## src/rtl/l2_cacheline_adaptor.sv

```systemverilog
// l2_cacheline_adaptor
//   Sits between the L2 cache controller and physical memory. Turns one
//   LINE_WIDTH-bit line read/write from the L2 into a BURST_LEN-beat burst of
//   BEAT_WIDTH-bit beats on the memory port, and returns the assembled line
//   plus a one-cycle completion pulse to the L2.
//
// Ports
//   clk, rst        clock, asynchronous active-high reset
//   address_i       line address from the L2
//   read_i/write_i  L2 line request (level, held until resp_o)
//   line_i          writeback line, sampled at acceptance
//   line_o          assembled read line (partial beats visible while reading)
//   resp_o          one-cycle completion pulse to the L2
//   burst_i         memory read beat
//   burst_o         memory write beat (0 outside a write burst)
//   address_o       line-aligned burst address (0 when idle)
//   read_o/write_o  memory burst request
//   resp_i          memory beat strobe, one beat per high cycle
//
// Optional: define L2_CACHELINE_ADAPTOR_STATS_EN to add rd_burst_cnt_o and
// wr_burst_cnt_o, counters of completed read/write bursts.
module l2_cacheline_adaptor #(
  parameter int unsigned LINE_WIDTH = 256,
  parameter int unsigned BEAT_WIDTH = 64,
  parameter int unsigned BURST_LEN  = 4,
  parameter int unsigned ADDR_WIDTH = 32
) (
  input  logic                  clk,
  input  logic                  rst,
  input  logic [ADDR_WIDTH-1:0] address_i,
  input  logic                  read_i,
  input  logic                  write_i,
  input  logic [LINE_WIDTH-1:0] line_i,
  output logic [LINE_WIDTH-1:0] line_o,
  output logic                  resp_o,
  input  logic [BEAT_WIDTH-1:0] burst_i,
  output logic [BEAT_WIDTH-1:0] burst_o,
  output logic [ADDR_WIDTH-1:0] address_o,
  output logic                  read_o,
  output logic                  write_o,
  input  logic                  resp_i
`ifdef L2_CACHELINE_ADAPTOR_STATS_EN
  ,
  output logic [31:0]           rd_burst_cnt_o,
  output logic [31:0]           wr_burst_cnt_o
`endif
);

  localparam int unsigned OFFS_W = $clog2(LINE_WIDTH / 8);
  localparam int unsigned CNT_W  = $clog2(BURST_LEN);

  typedef enum logic [1:0] {
    IDLE = 2'd0,
    RD   = 2'd1,
    WR   = 2'd2,
    DONE = 2'd3
  } state_t;

  state_t                 state_q;
  logic [CNT_W-1:0]       cnt_q;
  logic [ADDR_WIDTH-1:0]  addr_q;
  logic [LINE_WIDTH-1:0]  rline_q;   // read line, drives line_o
  logic [LINE_WIDTH-1:0]  wline_q;   // writeback line; kept apart so writes never disturb line_o
  logic                   resp_q;
  logic                   read_q;
  logic                   write_q;

  logic [ADDR_WIDTH-1:0]  addr_aligned_d;
  logic                   last_beat_d;

  assign addr_aligned_d = {address_i[ADDR_WIDTH-1:OFFS_W], {OFFS_W{1'b0}}};
  assign last_beat_d    = resp_i && (cnt_q == CNT_W'(BURST_LEN - 1));

  always_ff @(posedge clk or posedge rst) begin
    if (rst) begin
      state_q <= IDLE;
      cnt_q   <= '0;
      addr_q  <= '0;
      rline_q <= '0;
      wline_q <= '0;
      resp_q  <= 1'b0;
      read_q  <= 1'b0;
      write_q <= 1'b0;
    end else begin
      resp_q <= 1'b0;
      case (state_q)
        IDLE: begin
          // Read takes priority when both requests are raised together.
          if (read_i) begin
            addr_q  <= addr_aligned_d;
            read_q  <= 1'b1;
            state_q <= RD;
          end else if (write_i) begin
            addr_q  <= addr_aligned_d;
            wline_q <= line_i;
            write_q <= 1'b1;
            state_q <= WR;
          end
        end
        RD: begin
          if (resp_i) begin
            for (int unsigned i = 0; i < BURST_LEN; i++) begin
              if (cnt_q == CNT_W'(i)) begin
                rline_q[i*BEAT_WIDTH +: BEAT_WIDTH] <= burst_i;
              end
            end
            if (last_beat_d) begin
              cnt_q   <= '0;
              read_q  <= 1'b0;
              resp_q  <= 1'b1;
              state_q <= DONE;
            end else begin
              cnt_q <= cnt_q + CNT_W'(1);
            end
          end
        end
        WR: begin
          if (resp_i) begin
            if (last_beat_d) begin
              cnt_q   <= '0;
              write_q <= 1'b0;
              resp_q  <= 1'b1;
              state_q <= DONE;
            end else begin
              cnt_q <= cnt_q + CNT_W'(1);
            end
          end
        end
        DONE: begin
          state_q <= IDLE;
        end
        default: begin
          state_q <= IDLE;
        end
      endcase
    end
  end

  // Beat mux for the write path, selected directly by the beat counter.
  always_comb begin
    burst_o = '0;
    if (state_q == WR) begin
      for (int unsigned i = 0; i < BURST_LEN; i++) begin
        if (cnt_q == CNT_W'(i)) begin
          burst_o = wline_q[i*BEAT_WIDTH +: BEAT_WIDTH];
        end
      end
    end
  end

  assign line_o    = rline_q;
  assign resp_o    = resp_q;
  assign read_o    = read_q;
  assign write_o   = write_q;
  assign address_o = (read_q || write_q) ? addr_q : '0;

`ifdef L2_CACHELINE_ADAPTOR_STATS_EN
  logic [31:0] rd_cnt_q;
  logic [31:0] wr_cnt_q;

  // Counted on the last beat so the new value is visible in the DONE cycle.
  always_ff @(posedge clk or posedge rst) begin
    if (rst) begin
      rd_cnt_q <= '0;
      wr_cnt_q <= '0;
    end else begin
      if (state_q == RD && last_beat_d) rd_cnt_q <= rd_cnt_q + 32'd1;
      if (state_q == WR && last_beat_d) wr_cnt_q <= wr_cnt_q + 32'd1;
    end
  end

  assign rd_burst_cnt_o = rd_cnt_q;
  assign wr_burst_cnt_o = wr_cnt_q;
`endif

endmodule

```

## config.mk

```make
export PLATFORM = sky130hd
export DESIGN_NAME = l2_cacheline_adaptor
export DESIGN_NICKNAME = d
export VERILOG_FILES = /design/src/rtl/l2_cacheline_adaptor.sv
export SDC_FILE = /design/constraint.sdc
export NUM_CORES = 1
export LEC_CHECK = 0
export BUFFER_PORTS_ARGS = -buffer_cell sky130_fd_sc_hd__clkbuf_2
export CAP_MARGIN = 20
export CORE_AREA = 2 2 279 281
export DETAILED_ROUTE_END_ITERATION = 6
export DIE_AREA = 0 0 281 283
export HOLD_SLACK_MARGIN = 0.06
export PLACE_DENSITY = 0.6
export SLEW_MARGIN = 20
export SYNTH_ARGS = -nofsm -noshare
export SYNTH_HDL_FRONTEND = slang
export SYNTH_SLANG_ARGS = --single-unit
```

## constraint.sdc

```tcl
create_clock -name clk -period 39.6 [get_ports clk]
set_input_delay 0 -clock clk [delete_from_list [all_inputs] [get_ports clk]]
set_output_delay 0 -clock clk [all_outputs]
set_load 0.02 [all_outputs]
```

# Word-level counts from Yosys, hierarchy flattened
# Index checks and enable logic that the tools add are counted.
[word_totals]
memories = 0
inputBits = 357
latchBits = 0
output_inout_bits = 355
ff_bits = 551
mem_bits_ro = 0
mem_bits_rw = 0
[op_classes]
div = 0
addsub = 1
n_eq_ne = 16
n_mux = 24
n_reduce_logical = 18
n_bitwise = 1
n_mul = 0
n_shift = 0
magnitude_cmp = 0
[ops]
columns = ["operator", "n"]
rows = [
  ["$mux 64", 5],
  ["$mux 32", 3],
  ["$reduce_and 3->1", 6],
  ["$ne 2x2->1 const B", 7],
  ["$mux 2", 5],
  ["$eq 2x2->1 const B", 4],
  ["$mux 1", 8],
  ["$pmux 2 s3", 1],
  ["$reduce_bool 2->1", 3],
  ["$reduce_and 5->1", 1],
  ["$eq 2x1->1 const B", 2],
  ["$logic_not 2->1", 2],
  ["$ne 2x1->1 const B", 2],
  ["$pmux 1 s2", 2],
  ["$reduce_and 2->1", 2],
  ["$reduce_and 4->1", 1],
  ["$ne 3x3->1 const B", 1],
  ["$add 2x1->2 const B", 1],
  ["$reduce_or 2->1", 1],
  ["$logic_and 1x1->1", 1],
  ["$logic_or 1x1->1", 1],
  ["$not 1->1", 1],
]

# Depth between registers and ports, before layout
[logic_depth]
ltp_word = 6
depth_mapped = 9
ltp_nobuf = 5

# Worst setup path after synthesis
# No wires, ideal clock.
[synth_timing]
path_type = "register to output"
from = "register cnt_q[0]"
to = "output port burst_o[36]"
arrival_time_ps = 1892
slack_ps = 37708
t_required_ps = 39600
path_stages_with_launch = 7
cell_sequence = "dfrtp_1 inv_1 ha_1 clkbuf_1 clkbuf_1 a221oi_1 o31ai_1"
[synth_via]
elab_chain_cells = 6
[synth_rtl]
columns = ["item", "line", "text"]
rows = [
  ["start, declared", "60", "logic [CNT_W-1:0] cnt_q;"],
  ["start signal, assigned", "113", "cnt_q <= cnt_q + CNT_W'(1);"],
  ["start signal, assigned", "125", "cnt_q <= cnt_q + CNT_W'(1);"],
  ["$logic_not 2->1", "144", "if (cnt_q == CNT_W'(i)) begin"],
  ["$mux 64 (3 in series)", "144", ""],
  ["$mux 64 (*)", "144", ""],
  ["$mux 64 (*)", "142", "if (state_q == WR) begin"],
  ["end, declared", "37", "output logic [BEAT_WIDTH-1:0] burst_o,"],
]
# Mark *: on every way between the ends. The rest lies on a longest branch, timed or not.

# Final worst setup path
[layout_timing]
from = "register state_q[0]"
to = "register wline_q[135]"
[layout_via]
elab_chain_cells = 2
[layout_rtl]
columns = ["item", "line", "text"]
rows = [
  ["start, declared", "59", "state_t state_q;"],
  ["start signal, assigned", "76", "state_q <= IDLE;"],
  ["start signal, assigned", "92", "state_q <= RD;"],
  ["start signal, assigned", "97", "state_q <= WR;"],
  ["$logic_not 2->1", "86", "case (state_q)"],
  ["$reduce_and 3->1 (no line)", "-", ""],
  ["end signal, assigned", "95", "wline_q <= line_i;"],
  ["end, declared", "63", "logic [LINE_WIDTH-1:0] wline_q;"],
]
# No other way between the ends.
# A chain may end at the register's enable or synchronous reset.

==> run summary <==
outcome -> finished clean
clock sinks -> 546
Syn. warnings -> 0
post-layout instance count excluding filler cells -> 3781
Die ar. -> 0.07952 mm^2
LEAKAGE -> 16.28 nW
Placeable Area -> 0.07670 mm^2
Worst EP required -> 40090 ps
antenna violations before repair -> 7
CP max stage delay -> 880 ps
Clock Tree Root -> clkbuf_16
Cells after Synth -> 1660
Tmin final -> 4942 ps
Combinational Power Share -> 43.5%
setup violators final -> 0
GPL Wtd Cong -> 0.8472
IO Port Bufs -> 701
kind of critical path -> reg -> reg
Pint -> 1.736 mW
Synth Register Bits -> 546
Worst Path Arrival -> 5430 ps
GRT Residual Overflow -> 0
Post-synth EDFFs -> 0
Setup TNS -> 0 ps
Tot GR Track Use -> 18.29%
Setup WS pre-CTS -> 34760 ps
DRT Wirelength -> 74150 um
CTS Buffer Depth -> 3
Die H -> 283 um
Top FF cell, synth -> dfrtp_1
first-pass GRT wire length -> 115200 um
vias -> 17610
Residual DRC -> 0
Placed Cells -> 3303
Final Slew Violations -> 0
Final Cycle Share -> 12.48%
First DRT Iteration DRCs -> 959
Routed WL per cell -> 19.61 um
Synth area leaders -> dfrtp_1 57%, mux2_2 15%, mux2_4 14%
RSZ-0062 raised after global routing -> false
crit-path cells -> inv_1 > ha_1 > nor2b_4 > and2_4 > buf_12 > buf_4 > buf_4 > mux2_2
Post-synth top cells -> 546 x dfrtp_1, 311 x mux2_2, 229 x mux2_4
pwr dens -> 82.10 mW/mm^2
FP Rows -> 102
number of nets in the layout -> 3049
delay-heaviest family, CP -> buffers and inverters
CP Capture Type -> flop
Pre-antenna DRT Iters -> 5
Clk Latency, worst-skew pair -> 610 ps
top cell type's share of synthesized area -> 57.13%
cell with the most instances after synthesis -> dfrtp_1
Seq pwr share -> 35.7%
CP max-delay cell -> buf_4
Final HPWL DP -> 48290 um
synthesized area -> 0.02392 mm^2
worst vdd ir -> 0.04374 mV
largest net degree at the start of global routing -> 119
Avg Inst Size Synth -> 14.41 um^2
Via density -> 4.658
TritonCTS Buffers -> 61
I/O pin cnt -> 712
Achievable Freq -> 202.3 MHz
max_slew headroom -> 24.56%
final hold vios -> 0
Critical Path Fanout Max -> 117
Filler Cells Inserted -> 6847
CP startpoint kind -> flop
Area Overhead vs Synth -> 41.95%
crit path setup slack, layout -> 34660 ps
Net Sw Frac -> 37.72%
layout cells sized above 1 -> 50.27%
post-cts gate resize count -> 0
Routed Antenna Nets -> 0
postcts setup bufs -> 0
Worst Path Buf+Inv -> 4
Netlist cell types -> 32
Synth area leader -> dfrtp_1
clock slew at reported path FFs -> 60 ps
Worst path most repeated cell -> buf_4
worst min path class -> in -> async
max capacitance violation total -> 0
Layout Skew -> 15.79 ps
H-tree Lvls -> 2
width of the die -> 281 um
clock power share -> 20.8%
final hold slack -> 95.27 ps
CTS tree -> done
vias in the first global route -> 19650
switching power -> 1.051 mW
Least-Margin Pin Slew -> 1132 ps
Async SR Flop Fraction -> 100.0%
Initial Utilization -> 31.18%
sequential element share of the synthesized area -> 57.13%
==> cells in the final DEF (no fill, tap or decap), types with 2 or more instances in the layout <==
cell type and instances:
a21bo_2 2, a21oi_1 123, a221oi_1 5, a32o_1 60
and3_1 2, buf_4 17, buf_6 2, bufinv_16 4
clkbuf_1 17, clkbuf_16 63, clkbuf_2 701, clkbuf_8 17
clkinv_2 10, conb_1 5, dfrtp_1 546, diode_2 8
dlygate4sd3_1 357, ha_1 3, ha_2 2, ha_4 3
inv_1 65, mux2_2 311, mux2_4 229, nand2_1 64
nand2b_1 3, nand3_1 5, nand3_4 4, nor2b_1 32
o21ai_0 63, o31ai_1 4
==> worst paths after layout <==
path                                  from           end  slack (ps)  depth (start not counted)
worst max-delay path            state_q[0]  wline_q[135]       34660                          8
worst min-delay path                   rst   line_o[239]         100                          3
worst max register to register  state_q[0]  wline_q[135]       34660                          8
worst min register to register  addr_q[10]    addr_q[10]         500                          1
max in group asynchronous              rst      cnt_q[1]       36410                          6
min in group clk                line_i[79]   wline_q[79]         140                          3
==> cell families after synthesis <==
logic type	after synthesis	share of synthesized area (%)
flip-flops	546	57.13
adder cells (fa/ha/maj)	8	0.4186
multiplexers	540	29.02
AND/OR/NAND/NOR	115	2.370
other	1	0.01568
buffers and inverters	188	4.081
AO/OA/AOI/OAI	262	6.964
==> power by group through the flow <==
| stage | registers (mW) | logic (mW) | clock network [mW] |
|---|---|---|---|
| final | 0.994 | 1.21 | 0.581 |
| after CTS | 0.988 | 1.22 | 0.593 |
| after global placement | 0.979 | 1.16 | 0 |
| after detailed placement | 0.995 | 1.18 | 0 |
| after floorplan | 1.12 | 0.662 | 0 |
| after global routing | 1.02 | 1.29 | 0.618 |
==> tightest hold or removal path, cell delays in order <==
cell	delay [ps]
dlygate4sd3_1	540
clkbuf_2	150
inv_8	540
==> flip-flops by register name, summed over array words and instances, names as in the netlist <==
name,count
state_q,2
line_o,256
addr_q,27
cnt_q,2
resp_o,1
wline_q,256
write_o,1
read_o,1
==> routing by layer <==
layer / global-route usage [%] / routed length [um] / vias up
met1: 21.81 / 29930 / 8961
met2: 32.00 / 37600 / 537
li1: - / - / 7931
met4: 7.634 / 3087 / 0
met5: 0 / 0 / -
met3: 3.562 / 3531 / 184
==> timing repair <==
item | 4_1_cts | 5_1_grt
setup endpoints to repair | 0 | 0
hold endpoints to repair | 661 | 0
hold buffers | 357 | 0
==> through the flow <==
stage	cell area, um^2	util, %	power [mW]
4_1_cts	33890	44.19	2.800
5_1_grt	33950	44.26	2.933
2_1_floorplan	23930	-	1.778
6_report	33950	44.26	2.787
3_5_place_dp	28270	36.85	2.172
3_3_place_gp	28270	36.85	2.134
==> layout make-up <==
type	count	area [um^2]	area share [%]
antenna	8	20.02	0.05897
clock buffer	97	1874	5.521
clock inverter	15	178.9	0.5270
inverter	66	255.2	0.7519
multi-input combinational	930	9376	27.62
sequential	546	13660	40.25
tap	1040	1301	3.833
timing repair buffer	1079	7279	21.44
No activity file was read; power rests on OpenSTA's default activity.
